### src/rtl/comp_video_pkg.sv
// Shared constants and helpers for the composite video encoder.
// Default levels are in output codes for the 10-bit default output width.
package comp_video_pkg;

    localparam int unsigned DEF_SYNC_LVL  = 16;
    localparam int unsigned DEF_BLANK_LVL = 240;
    localparam int unsigned DEF_SETUP     = 42;
    localparam int unsigned DEF_BURST_AMP = 64;

    localparam int unsigned PH_W = 2;

    localparam logic [PH_W-1:0] PH_U  = 2'd0;
    localparam logic [PH_W-1:0] PH_V  = 2'd1;
    localparam logic [PH_W-1:0] PH_NU = 2'd2;
    localparam logic [PH_W-1:0] PH_NV = 2'd3;

    // Clamp a signed value into the unsigned range [0, 2^ow-1].
    function automatic logic [31:0] saturate(input logic signed [31:0] x,
                                             input int unsigned ow);
        logic signed [31:0] hi;
        hi = (32'sd1 <<< ow) - 32'sd1;
        if (x < 32'sd0) return 32'd0;
        if (x > hi)     return $unsigned(hi);
        return $unsigned(x);
    endfunction

endpackage

### src/rtl/comp_video_enc_if.sv
// Sample/flag bus between the timing generator (master) and the encoder (slave).
interface comp_video_enc_if #(
    parameter int unsigned YW = 8,
    parameter int unsigned CW = 8,
    parameter int unsigned OW = 10
);
    logic                 CK_EE_i;
    logic                 MODE_PAL_i;
    logic                 LINE_i;
    logic [YW-1:0]        YYs_i;
    logic signed [CW-1:0] UUs_i;
    logic signed [CW-1:0] VVs_i;
    logic                 BURST_i;
    logic                 BLANK_i;
    logic                 SYNC_i;
    logic [OW-1:0]        VIDEOs_o;
    logic                 VSW_o;

    modport master (
        output CK_EE_i, MODE_PAL_i, LINE_i, YYs_i, UUs_i, VVs_i,
        output BURST_i, BLANK_i, SYNC_i,
        input  VIDEOs_o, VSW_o
    );

    modport slave (
        input  CK_EE_i, MODE_PAL_i, LINE_i, YYs_i, UUs_i, VVs_i,
        input  BURST_i, BLANK_i, SYNC_i,
        output VIDEOs_o, VSW_o
    );
endinterface

### src/rtl/comp_video_carrier.sv
// Subcarrier phase counter and PAL V-switch; supplies stage-1 phase and V sign.
module comp_video_carrier
    import comp_video_pkg::*;
(
    input  logic            CK_i,
    input  logic            XR_i,
    input  logic            en_i,
    input  logic            mode_pal_i,
    input  logic            line_i,
    output logic [PH_W-1:0] ph_o,
    output logic            s_neg_o,
    output logic            vsw_o
);

    logic [PH_W-1:0] cnt_q, cnt_d;
    logic [PH_W-1:0] ph_q, ph_d;
    logic            vsw_q, vsw_d;

    // cnt_q holds the phase of the next sample so the first enabled cycle registers 0
    always_comb begin
        cnt_d = cnt_q;
        ph_d  = ph_q;
        vsw_d = vsw_q;
        if (en_i) begin
            ph_d  = cnt_q;
            cnt_d = cnt_q + 2'd1;
            vsw_d = mode_pal_i ? (vsw_q ^ line_i) : 1'b0;
        end
    end

    always_ff @(posedge CK_i) begin
        if (!XR_i) begin
            cnt_q <= '0;
            ph_q  <= '0;
            vsw_q <= 1'b0;
        end else begin
            cnt_q <= cnt_d;
            ph_q  <= ph_d;
            vsw_q <= vsw_d;
        end
    end

    assign ph_o    = ph_q;
    // VSW is forced low in NTSC, so it alone selects the V sign
    assign s_neg_o = vsw_q;
    assign vsw_o   = vsw_q;

endmodule

### src/rtl/comp_video_enc.sv
// 4fsc NTSC/PAL composite encoder: input register, level/carrier sum, saturating output.
// Every register advances only on CK_EE_i; XR_i clears the whole pipe synchronously.
module comp_video_enc
    import comp_video_pkg::*;
#(
    parameter int unsigned YW        = 8,
    parameter int unsigned CW        = 8,
    parameter int unsigned OW        = 10,
    parameter int unsigned SYNC_LVL  = DEF_SYNC_LVL,
    parameter int unsigned BLANK_LVL = DEF_BLANK_LVL,
    parameter int unsigned SETUP     = DEF_SETUP,
    parameter int unsigned BURST_AMP = DEF_BURST_AMP
) (
    input  logic            CK_i,
    input  logic            XR_i,
    comp_video_enc_if.slave bus
);

    localparam int unsigned SW = OW + 2;
    localparam logic signed [CW-1:0] C_MIN   = {1'b1, {(CW-1){1'b0}}};
    localparam logic signed [CW-1:0] C_CLAMP = {1'b1, {(CW-2){1'b0}}, 1'b1};

    logic [YW-1:0]        y_q, y_d;
    logic signed [CW-1:0] u_q, u_d, v_q, v_d;
    logic                 burst_q, burst_d, blank_q, blank_d;
    logic                 sync_q, sync_d, mode_q, mode_d;
    logic signed [SW-1:0] sum_q, sum_d;
    logic [OW-1:0]        video_q, video_d;

    logic [PH_W-1:0]      ph;
    logic                 s_neg;
    logic                 vsw;

    logic signed [SW-1:0] ys_c, us_c, vs_c, cu_c, cv_c, car_c, sum_c;

    comp_video_carrier u_carrier (
        .CK_i       (CK_i),
        .XR_i       (XR_i),
        .en_i       (bus.CK_EE_i),
        .mode_pal_i (bus.MODE_PAL_i),
        .line_i     (bus.LINE_i),
        .ph_o       (ph),
        .s_neg_o    (s_neg),
        .vsw_o      (vsw)
    );

    // Stage 2: scale terms, pick carrier component by phase, apply level priority
    always_comb begin
        ys_c  = SW'($signed({1'b0, y_q})) <<< (OW - YW - 1);
        us_c  = SW'(u_q) <<< (OW - CW - 1);
        vs_c  = SW'(v_q) <<< (OW - CW - 1);
        cu_c  = burst_q ? -$signed(SW'(BURST_AMP)) : us_c;
        cv_c  = burst_q ? (mode_q ? $signed(SW'(BURST_AMP)) : '0) : vs_c;
        car_c = '0;
        if (s_neg) cv_c = -cv_c;
        case (ph)
            PH_U:    car_c = cu_c;
            PH_V:    car_c = cv_c;
            PH_NU:   car_c = -cu_c;
            default: car_c = -cv_c;
        endcase
        if (!sync_q)      sum_c = $signed(SW'(SYNC_LVL));
        else if (burst_q) sum_c = $signed(SW'(BLANK_LVL)) + car_c;
        else if (blank_q) sum_c = $signed(SW'(BLANK_LVL));
        else              sum_c = $signed(SW'(BLANK_LVL + SETUP)) + ys_c + car_c;
    end

    // Next state for stage 1 (with symmetric chroma clamp), stage 2 and stage 3
    always_comb begin
        y_d     = y_q;
        u_d     = u_q;
        v_d     = v_q;
        burst_d = burst_q;
        blank_d = blank_q;
        sync_d  = sync_q;
        mode_d  = mode_q;
        sum_d   = sum_q;
        video_d = video_q;
        if (bus.CK_EE_i) begin
            y_d     = bus.YYs_i;
            u_d     = (bus.UUs_i == C_MIN) ? C_CLAMP : bus.UUs_i;
            v_d     = (bus.VVs_i == C_MIN) ? C_CLAMP : bus.VVs_i;
            burst_d = bus.BURST_i;
            blank_d = bus.BLANK_i;
            sync_d  = bus.SYNC_i;
            mode_d  = bus.MODE_PAL_i;
            sum_d   = sum_c;
            video_d = OW'(saturate(32'(sum_q), OW));
        end
    end

    always_ff @(posedge CK_i) begin
        if (!XR_i) begin
            y_q     <= '0;
            u_q     <= '0;
            v_q     <= '0;
            burst_q <= 1'b0;
            blank_q <= 1'b0;
            sync_q  <= 1'b0;
            mode_q  <= 1'b0;
            sum_q   <= '0;
            video_q <= '0;
        end else begin
            y_q     <= y_d;
            u_q     <= u_d;
            v_q     <= v_d;
            burst_q <= burst_d;
            blank_q <= blank_d;
            sync_q  <= sync_d;
            mode_q  <= mode_d;
            sum_q   <= sum_d;
            video_q <= video_d;
        end
    end

    assign bus.VIDEOs_o = video_q;
    assign bus.VSW_o    = vsw;

endmodule

### src/flat_wrapper.sv
// flat-port wrapper written by rule: the top's interface ports become plain ports
module comp_video_enc_flat import comp_video_pkg::*;
#(
    parameter int unsigned YW        = 8,
    parameter int unsigned CW        = 8,
    parameter int unsigned OW        = 10,
    parameter int unsigned SYNC_LVL  = DEF_SYNC_LVL,
    parameter int unsigned BLANK_LVL = DEF_BLANK_LVL,
    parameter int unsigned SETUP     = DEF_SETUP,
    parameter int unsigned BURST_AMP = DEF_BURST_AMP
)
  (CK_i, XR_i, bus_CK_EE_i, bus_MODE_PAL_i, bus_LINE_i, bus_YYs_i, bus_UUs_i, bus_VVs_i, bus_BURST_i, bus_BLANK_i, bus_SYNC_i, bus_VIDEOs_o, bus_VSW_o);
  comp_video_enc_if #(.YW(YW), .CW(CW), .OW(OW)) bus_i ();
  input  logic CK_i;
  input  logic XR_i;
  input wire logic [$bits(bus_i.CK_EE_i)-1:0] bus_CK_EE_i;
  input wire logic [$bits(bus_i.MODE_PAL_i)-1:0] bus_MODE_PAL_i;
  input wire logic [$bits(bus_i.LINE_i)-1:0] bus_LINE_i;
  input wire logic [$bits(bus_i.YYs_i)-1:0] bus_YYs_i;
  input wire logic [$bits(bus_i.UUs_i)-1:0] bus_UUs_i;
  input wire logic [$bits(bus_i.VVs_i)-1:0] bus_VVs_i;
  input wire logic [$bits(bus_i.BURST_i)-1:0] bus_BURST_i;
  input wire logic [$bits(bus_i.BLANK_i)-1:0] bus_BLANK_i;
  input wire logic [$bits(bus_i.SYNC_i)-1:0] bus_SYNC_i;
  output wire logic [$bits(bus_i.VIDEOs_o)-1:0] bus_VIDEOs_o;
  output wire logic [$bits(bus_i.VSW_o)-1:0] bus_VSW_o;
  assign bus_i.CK_EE_i = bus_CK_EE_i;
  assign bus_i.MODE_PAL_i = bus_MODE_PAL_i;
  assign bus_i.LINE_i = bus_LINE_i;
  assign bus_i.YYs_i = bus_YYs_i;
  assign bus_i.UUs_i = bus_UUs_i;
  assign bus_i.VVs_i = bus_VVs_i;
  assign bus_i.BURST_i = bus_BURST_i;
  assign bus_i.BLANK_i = bus_BLANK_i;
  assign bus_i.SYNC_i = bus_SYNC_i;
  assign bus_VIDEOs_o = bus_i.VIDEOs_o;
  assign bus_VSW_o = bus_i.VSW_o;
  comp_video_enc #(.YW(YW), .CW(CW), .OW(OW), .SYNC_LVL(SYNC_LVL), .BLANK_LVL(BLANK_LVL), .SETUP(SETUP), .BURST_AMP(BURST_AMP)) u_core (.CK_i(CK_i), .XR_i(XR_i), .bus(bus_i));
endmodule
### config.mk
export PLATFORM = sky130hd
export DESIGN_NAME = comp_video_enc_flat
export DESIGN_NICKNAME = d
export VERILOG_FILES = /design/src/rtl/comp_video_pkg.sv /design/src/rtl/comp_video_enc_if.sv /design/src/rtl/comp_video_carrier.sv /design/src/rtl/comp_video_enc.sv /design/src/flat_wrapper.sv
export SDC_FILE = /design/constraint.sdc
export NUM_CORES = 1
export LEC_CHECK = 0
export ABC_AREA = 1
export CORE_MARGIN = 4
export CORE_UTILIZATION = 55
export CTS_CLUSTER_DIAMETER = 150
export DETAILED_ROUTE_END_ITERATION = 7
export HOLD_SLACK_MARGIN = 0.1
export PLACE_DENSITY = 0.79
export SETUP_SLACK_MARGIN = 0.3
export SLEW_MARGIN = 20
export SYNTH_ARGS = -nofsm -noshare
export SYNTH_HDL_FRONTEND = slang
export SYNTH_HIERARCHICAL = 1
export SYNTH_SLANG_ARGS = --single-unit
### constraint.sdc
create_clock -name CK_i -period 4.1 [get_ports CK_i]
set_input_delay 0.82 -clock CK_i [delete_from_list [all_inputs] [get_ports CK_i]]
set_output_delay 0.82 -clock CK_i [all_outputs]
set_load 0.03 [all_outputs]
# [After elaboration in Yosys (flattened, before gate mapping)]
# Index checks and enable logic that the tools add are counted.
[classes] n_bitwise=1 reduce_logical=1 n_addsub=7 n_mux=20 n_lt_le_gt_ge=2 eq_ne=4
[op_table] op="12-bit two-way mux" n=6
[op_table] op="10-bit two-way mux" n=4
[op_table] op="12-bit negation" n=3
[op_table] op="12-bit one-hot mux with 3 select lines" n=1
[op_table] op="8-bit equality test, second input constant" n=2
[op_table] op="8-bit two-way mux" n=2
[op_table] op="12-bit adder" n=1
[op_table] op="9-bit by 12-bit adder with 12-bit output, first input constant" n=1
[op_table] op="12-bit by 11-bit greater-than comparator with 1-bit output, second input constant" n=1
[op_table] op="12-bit by 1-bit less-than comparator with 1-bit output, second input constant" n=1
[op_table] op="9-bit by 9-bit adder with 10-bit output, first input constant" n=1
[op_table] op="7-bit two-way mux" n=1
[op_table] op="1-bit two-way mux" n=6
[op_table] op="2-bit by 1-bit adder with 2-bit output, second input constant" n=1
[op_table] op="2-bit by 1-bit equality test with 1-bit output, second input constant" n=1
[op_table] op="2-bit equality test, second input constant" n=1
[op_table] op="2-bit logical NOT" n=1
[op_table] op="1-bit bitwise XOR" n=1
[totals] register_bits=55 out_inout_bits=11 input_bits=32 wordCells=47

# [Logic depth before layout (Yosys ltp)]
# Gate-level depths: netlist (run 1).
[logic_depth] word_depth=10 ltp_mapped=30 ltp_nobuf=29

# [Modules after synthesis]
# Netlist (run 1), hierarchy kept.
[modules_own_cells] module="comp_video_enc" seq_area_each_um2=980.9 instances=1 area_each_um2=3399.5 cells_per_inst=510
[modules_own_cells] module="comp_video_carrier" seq_area_each_um2=100.1 instances=1 area_each_um2=220.2 cells_per_inst=30

# [Least setup slack after synthesis (run 1)]
# Ideal clock, no wire load.
[synth_timing] path_type="register to register" start="reg u_core.burst_q" end="reg u_core.sum_q[10]" setup_slack_ns=0.884 setup_ns=0.071 stages_incl_launch_ff=26 arrival_time_ns=3.145 period_less_slack_ns=3.216 required_ns=4.029 n_path_buf=1 path_cell_list="dfxtp_1 > buf_6 > inv_12 > nand2_8 > ha_1 > o21ai_2 > ha_1 > inv_1 > nor2_2 > o21ai_0 > o21ai_0 > inv_1 > ha_1 > a21oi_1 > nand2_1 > a21oi_1 > o21ai_0 > a31oi_1 > nor2_1 > o21ai_0 > nand2_1 > nand2_1 > nand2_1 > o21ai_1 > nand3_1 > a21oi_1"
[synth_between] elab_chain_len=9 word_cells_on_any_way=12 classes_between="5 x add/sub; 7 x mux"
[synth_rtl] element="from (decl)" line="comp_video_enc.sv:25" source="logic burst_q, burst_d, blank_q, blank_d;"
[synth_rtl] element="from (signal assigned)" line="comp_video_enc.sv:107" source="burst_q <= burst_d;"
[synth_rtl] element="12-bit two-way mux" line="comp_video_enc.sv:53" source="cv_c = burst_q ? (mode_q ? $signed(SW'(BURST_AMP)) : '0) : vs_c;"
[synth_rtl] element="12-bit negation" line="comp_video_enc.sv:55" source="if (s_neg) cv_c = -cv_c;"
[synth_rtl] element="12-bit two-way mux" line="comp_video_enc.sv:55"
[synth_rtl] element="12-bit negation" line="comp_video_enc.sv:60" source="default: car_c = -cv_c;"
[synth_rtl] element="12-bit one-hot mux with 3 select lines" line="comp_video_enc.sv:56" source="case (ph)"
[synth_rtl] element="12-bit adder" line="comp_video_enc.sv:65" source="else sum_c = $signed(SW'(BLANK_LVL + SETUP)) + ys_c + car_c;"
[synth_rtl] element="12-bit two-way mux" line="comp_video_enc.sv:64" source="else if (blank_q) sum_c = $signed(SW'(BLANK_LVL));"
[synth_rtl] element="12-bit two-way mux *" line="comp_video_enc.sv:63" source="else if (burst_q) sum_c = $signed(SW'(BLANK_LVL)) + car_c;"
[synth_rtl] element="12-bit two-way mux *" line="comp_video_enc.sv:62" source="if (!sync_q) sum_c = $signed(SW'(SYNC_LVL));"
[synth_rtl] element="to (signal assigned)" line="comp_video_enc.sv:111" source="sum_q <= sum_d;"
[synth_rtl] element="to (decl)" line="comp_video_enc.sv:27" source="logic signed [SW-1:0] sum_q, sum_d;"
# Mark *: on every way between the ends. The rest lies on a longest branch, timed or not.
# A chain may end at the register's enable or synchronous reset.

# [Worst setup path in the final report (run 1)]
# Ends and elaborated chain as after synthesis.

==> results of run 1 <==
cell usage in the layout (no fill, tap or decap), drive strengths merged, types with 2 or more instances in the layout:
cell type      instances
nand3                 29
nor4                   2
nand4                  5
xor2                  11
clkbuf                 5
o21ai                 60
o22ai                  2
nor2                  74
and3                   2
inv                   59
a31oi                  2
o221ai                 5
xnor2                  4
dfxtp                 54
a21boi                 2
nand2                134
nor3                   2
nand3b                 2
ha                    14
a21oi                 45
clkinv                 3
clkdlybuf4s50         42
buf                   12
per-stage QoR:
step	power (mW)	cells	cell area (µm²)	hold slack (ns)	setup WS, ns
2_1_floorplan	0.936	540	3620	0.429	0.884
3_3_place_gp	1.04	645	4070	0.449	0.583
3_5_place_dp	1.05	645	4070	0.449	0.485
4_1_cts	1.42	653	4190	0.463	0.455
5_1_grt	1.52	659	4260	0.490	0.279
6_report	1.43	659	4260	0.466	0.560
state kept, by name, summed over array words and instances, names as in the netlist:
| register | flops |
|---|---|
| u_core/u_carrier/ph_o | 2 |
| u_core/v_q | 8 |
| u_core/u_q | 8 |
| u_core/mode_q | 1 |
| u_core/blank_q | 1 |
| u_core/y_q | 8 |
| u_core/u_carrier/s_neg_o | 1 |
| u_core/bus.VIDEOs_o | 10 |
| u_core/u_carrier/cnt_q | 2 |
| u_core/sum_q | 11 |
| u_core/burst_q | 1 |
| u_core/sync_q | 1 |
logic make-up (layout without fill, tap and decap cells):
| group | Yosys count | in the layout | share of synthesized area |
|---|---|---|---|
| AO/OA/AOI/OAI | 123 | 123 | 0.193 |
| flip-flops | 54 | 54 | 0.299 |
| XOR/XNOR | 15 | 15 | 0.0363 |
| buffers and inverters | 80 | 122 | 0.0957 |
| adder cells (fa/ha/maj) | 15 | 15 | 0.0539 |
| AND/OR/NAND/NOR | 253 | 253 | 0.323 |
power by group:
part / internal (mW) / switching, mW
clock network: 0.183 / 0.183
registers: 0.555 / 0.0257
logic: 0.196 / 0.289
area by class of cell:
type	instances	area, µm²
timing repair buffer	54	514
inverter	60	238
clock inverter	3	43.8
fill	589	2130
sequential	54	1080
multi-input combinational	406	2210
clock buffer	5	68.8
tap	77	96.3
repair_timing:
item | 4_1_cts | 5_1_grt
endpoints found under the setup margin | 0 | 3
setup buffers | 0 | 6
hold endpoints to repair | 0 | 0
resized for setup | 0 | 8
final timing paths:
kind | depth (start not counted) | from | endpoint
worst max-delay path | 24 | u_core/burst_q$_SDFFE_PN0P_ | u_core/sum_q[10]$_SDFFE_PN0P_
worst min-delay path | 2 | u_core/v_q[5]$_SDFFE_PN0P_ | u_core/v_q[5]$_SDFFE_PN0P_
worst max register to register | 24 | u_core/burst_q$_SDFFE_PN0P_ | u_core/sum_q[10]$_SDFFE_PN0P_
worst min register to register | 2 | u_core/v_q[5]$_SDFFE_PN0P_ | u_core/v_q[5]$_SDFFE_PN0P_
worst min-delay path: stages (launching register included):
cell and delay, ns:
dfxtp_1 0.31, inv_1 0.06, a21oi_1 0.06
layer usage:
| metal | track usage | vias to the layer above | routed length (µm) | part of all wire |
|---|---|---|---|---|
| met3 | 0.0341 | 11 | 572 | 0.062 |
| met2 | 0.377 | 136 | 4230 | 0.46 |
| li1 | - | 1850 | - | - |
| met5 | 0 | - | 0 | 0 |
| met1 | 0.351 | 1664 | 4340 | 0.47 |
| met4 | 0.0501 | 0 | 87 | 0.0094 |
==> impl_results.md, run 1 <==
- Status: finished clean
- Clock Latency Late Sink: slightly above 0.3 ns
- Drt drc: 0
- Die Wd: between 80 and 90 µm
- Tmin final: roughly 3.5 ns
- Worst path buffer plus inverter count: 3
- CP Capture Type: register
- Largest cells by area after synthesis: dfxtp_1, nand2_1, o21ai_0, nor2_1, a21oi_1
- Post-CTS Hold Buffers: 0
- Post-Synthesis Cells: 540
- Clk_skew: between 0.006 and 0.007 ns
- Die Y: ~90 µm
- Largest net degree at the start of global routing: 35
- Synthesized flop and latch total: between 50 and 60
- Final Cycle Share: 0.863
- DRT antenna net count: 0
- Endpoints failing setup: 0
- # diodes: 0
- Post-DP HPWL: a little over 7000 µm
- RePlAce Congestion: 1.01
- Critical path type: reg -> reg
- Worst-path maximum fanout: 9
- Total negative setup slack: 0 ns
- Vias in the first global route: approximately 3,200
- Req. time, crit path: about 4.4 ns
- Async SR Flop Fraction: 0
- CTS root buf: clkbuf_8
- Most frequent CP cell: nand2_1
- Share of layout cells above drive strength 1: 0.113
- Pwr Density: ~340 mW/mm²
- Yosys warns: 6
- Slowest CP cell: dfxtp_2
- Starting Density: 0.567
- Synth cell types: 48
- H-tree Lvls: 2
- Initial antenna violation count: 0
- Syn nets: a little under 600
- Layout area overhead: 17.6%
- Leak Pwr: between 1.5 and 2 nW
- Worst-Margin Slew: about 0.67 ns
- Clk buf depth: 2
- Vias: 3,661
- Syn avg cell area: 6.70 µm²
- Vias/cell: 5.56
- Max incr delay on CP: roughly 0.38 ns
- Area of the mapped netlist: roughly 0.0036 mm²
- CTS tree: done
- R2r setup slk: 0.56 ns
- FP Rows: 29
- Top_reg_cell synth: dfxtp_1
- Worst EP arrival: 3.79 ns
- Core ar.: about 0.0064 mm²
- Worst vdd ir: between 0.15 and 0.2 mV
- Max Cap Violations: 0
- Top-count cell post-synth: nand2_1
- Commonest cells post-synth: nand2_1, nor2_1, dfxtp_1
- Fmax achieved: roughly 0.28 GHz
- Worst-path clk slew: around 0.10 ns
- Initial DRT Pass Iterations: 6
- Port Buffer Count: 42
- WL final: 9230 µm
- Fin. max-slew vios: 0
- WL per Instance: between 10 and 15 µm
- Final #Nets: 628
- Min-delay worst type: reg -> reg
- I/O Pins: 43
- CP delay by family, top: simple AND/OR/NAND/NOR gates
- DRT iter0 DRCs: about 340
- Share of the synthesized area in the top cell type: 0.299
- # clock sinks: between 50 and 60
- Crit-path cells: inv_12, nand2_4, ha_1, o21ai_2, ha_2, inv_1, nor2_2, nand3_1, nor2_2, nand3_1, nand3_2, nand2_1, ha_1, a21oi_1, inv_1, a31oi_1, nor2_1, o21ai_0, nand2_1, nand2_1, nand2_1, o21ai_1, nand3_1, a21oi_1
- CP Launch Type: register
- RSZ-0062 raised after global routing: true
- Gr ovfl total: 0
- Final hold vios: 0
- Cts bufs inserted: 5
- Die area: between 0.007 and 0.008 mm²
- Core Util, Final: 0.666
- Synth area leader: dfxtp_1
- Post-synth EDFFs: 0
- Total Routing Usage GR: 0.240
- First-pass GRT wire length: around 15,000 µm
- Seq/Total Area, Yosys: 0.299
- Worst rel slew slack: 0.553
No activity file was read; power rests on OpenSTA's default activity.
==> run 2: changes to the inputs <==
- CORE_MARGIN: 4 -> default
==> impl_results.md, run 2 (same netlist as run 1, synthesis figures left out) <==
- Die area: 0.00691 mm²
- Max FFs per register: 11
- Post-CTS Hold Buffers: 0
- R2r endpoint: u_core/sum_q[10]$_SDFFE_PN0P_
- Final Cycle Share: 0.862
- Layout area overhead: 17.8%
- Clock Latency Late Sink: between 0.3 and 0.4 ns
- Initial DRT Pass Iterations: 5
- Status: finished clean
- Die Wd: about 83 µm
- Worst-Margin Slew: 0.652 ns
- Cts bufs inserted: 5
- Core ar.: 0.00635 mm²
- CTS root buf: clkbuf_8
- CP Launch Type: register
- Max Cap Violations: 0
- Worst r2r src: u_core/burst_q$_SDFFE_PN0P_
- Drt drc: 0
- Min-delay worst type: reg -> reg
- Post-DP HPWL: approximately 6400 µm
- Total Routing Usage GR: 0.257
- Pwr Density: between 300 and 400 mW/mm²
- CTS tree: done
- DRT antenna net count: 0
- Commonest non-fill, non-tap cells in the layout: nand2_1, nor2_1, inv_1, dfxtp_1, o21ai_0
- Die Y: roughly 83 µm
- I/O Pins: 43
- FP Rows: 29
- Most flop-heavy register: u_core/sum_q
- Endpoint, Worst Hold: u_core/bus.VIDEOs_o[7]$_SDFFE_PN0P_
- WL per Instance: 13.2 µm
- Vias: between 3,000 and 4,000
- Worst-path clk slew: 0.10 ns
- Endpoints failing setup: 0
- Fin. max-slew vios: 0
- Critical path type: reg -> reg
- H-tree Lvls: 2
- First-pass GRT wire length: around 15,000 µm
- RSZ-0062 raised after global routing: false
- Commonest non-fill, non-tap cell in the layout: nand2_1
- Gr ovfl total: 0
- Grt met2 use: 0.427
- Worst-path maximum fanout: 8
- Final hold vios: 0
- Share of layout cells above drive strength 1: 0.114
- Worst vdd ir: approximately 0.33 mV
- Worst rel slew slack: 0.565
- HP Start: u_core/bus.VIDEOs_o[7]$_SDFFE_PN0P_
- Clk_skew: just over 0.008 ns
- Met1 Usage GRT: 0.342
- Hold path depth: 2
- Core Util, Final: 0.672
- Final #Nets: around 630
- Fmax achieved: 0.283 GHz
- WL final: approximately 8700 µm
- Worst EP arrival: 3.78 ns
- DRT iter0 DRCs: around 270
- Grt met3 use: 0.0467
- Reg2Reg Depth: 24
- Total negative setup slack: 0 ns
- R2r setup slk: 0.57 ns
- Port Buffer Count: 42
- Tmin final: around 3.5 ns
- Vias in the first global route: about 3,400
- RePlAce Congestion: between 0.9 and 1
- Starting Density: 0.570
- Fillers: between 500 and 600
- Leak Pwr: ~1.9 nW
- Clk buf depth: 2
- # clock sinks: between 50 and 60
- Initial antenna violation count: 0
- CP Capture Type: register
- # diodes: 0
- Vias/cell: roughly 5.5
- Busiest grt layer: met2
- Req. time, crit path: ~4.3 ns
- Largest net degree at the start of global routing: 37
run 2: cell types whose count changed in the layout (fill, tap and decap cells not counted), sizes merged:
cell,change
buf,-1
run 2: critical path, stage by stage, from the launching register on:
cell	delay, ns
dfxtp_4	0.38
inv_12	0.08
nand2_4	0.07
ha_1	0.29
o21ai_2	0.20
ha_2	0.21
inv_1	0.05
nor2_2	0.12
o21ai_0	0.11
o21ai_1	0.14
inv_1	0.12
ha_4	0.24
a21oi_1	0.15
nand2_1	0.10
a21oi_1	0.15
o21ai_1	0.11
a31oi_1	0.22
nor2_1	0.08
o21ai_1	0.12
nand2_1	0.08
nand2_1	0.06
nand2_1	0.05
o21ai_1	0.11
nand3_1	0.09
a21oi_1	0.12
run 2: worst max-delay path by stage:
stage / startpoint / to / slack [ns] / cells after the start
6_report: u_core/burst_q$_SDFFE_PN0P_ / u_core/sum_q[10]$_SDFFE_PN0P_ / 0.57 / 24
3_3_place_gp: u_core/burst_q$_SDFFE_PN0P_ / u_core/sum_q[10]$_SDFFE_PN0P_ / 0.60 / 24
2_1_floorplan: u_core/burst_q$_SDFFE_PN0P_ / u_core/sum_q[10]$_SDFFE_PN0P_ / 0.88 / 25
3_5_place_dp: u_core/burst_q$_SDFFE_PN0P_ / u_core/sum_q[10]$_SDFFE_PN0P_ / 0.45 / 24
5_1_grt: u_core/burst_q$_SDFFE_PN0P_ / u_core/sum_q[10]$_SDFFE_PN0P_ / 0.31 / 25
4_1_cts: u_core/burst_q$_SDFFE_PN0P_ / u_core/sum_q[10]$_SDFFE_PN0P_ / 0.43 / 24
run 2: power by group:
| part | total (mW) | internal (mW) | switching (mW) | leakage, nW |
|---|---|---|---|---|
| clock network | 0.370 | 0.185 | 0.185 | 0.0587 |
| logic | 0.487 | 0.197 | 0.290 | 1.40 |
| registers | 0.579 | 0.555 | 0.0247 | 0.445 |
run 2: cell type report:
type                    count  area [µm²]  share of cell area
repair buffers             53         503               0.118
clock buffers               5        68.8              0.0161
multi-input cells         406        2230               0.522
well taps                  77        96.3              0.0226
flip-flops and latches     54        1080               0.254
clock inverters             3        47.5              0.0112
inverters                  60         238              0.0558
run 2: routing by layer:
metal  wire length, µm  part of all wire
met4               108             0.012
met1              3980              0.46
met3               601             0.069
met5                 0                 0
met2              3980              0.46
run 2: timing repair:
action                                  CTS  global route
setup buffers                             0             5
endpoints found under the setup margin    0             4
resized for setup                         0            11
run 2: through the flow:
stage	std cells	setup slack, ns	power [mW]	instance area (µm²)	hold slack (ns)
after global routing	658	0.309	1.52	4260	0.485
after floorplan	540	0.884	0.936	3620	0.429
final	658	0.566	1.44	4260	0.467
after CTS	653	0.426	1.41	4190	0.465
after global placement	645	0.603	1.03	4070	0.452
after detailed placement	645	0.454	1.04	4070	0.451
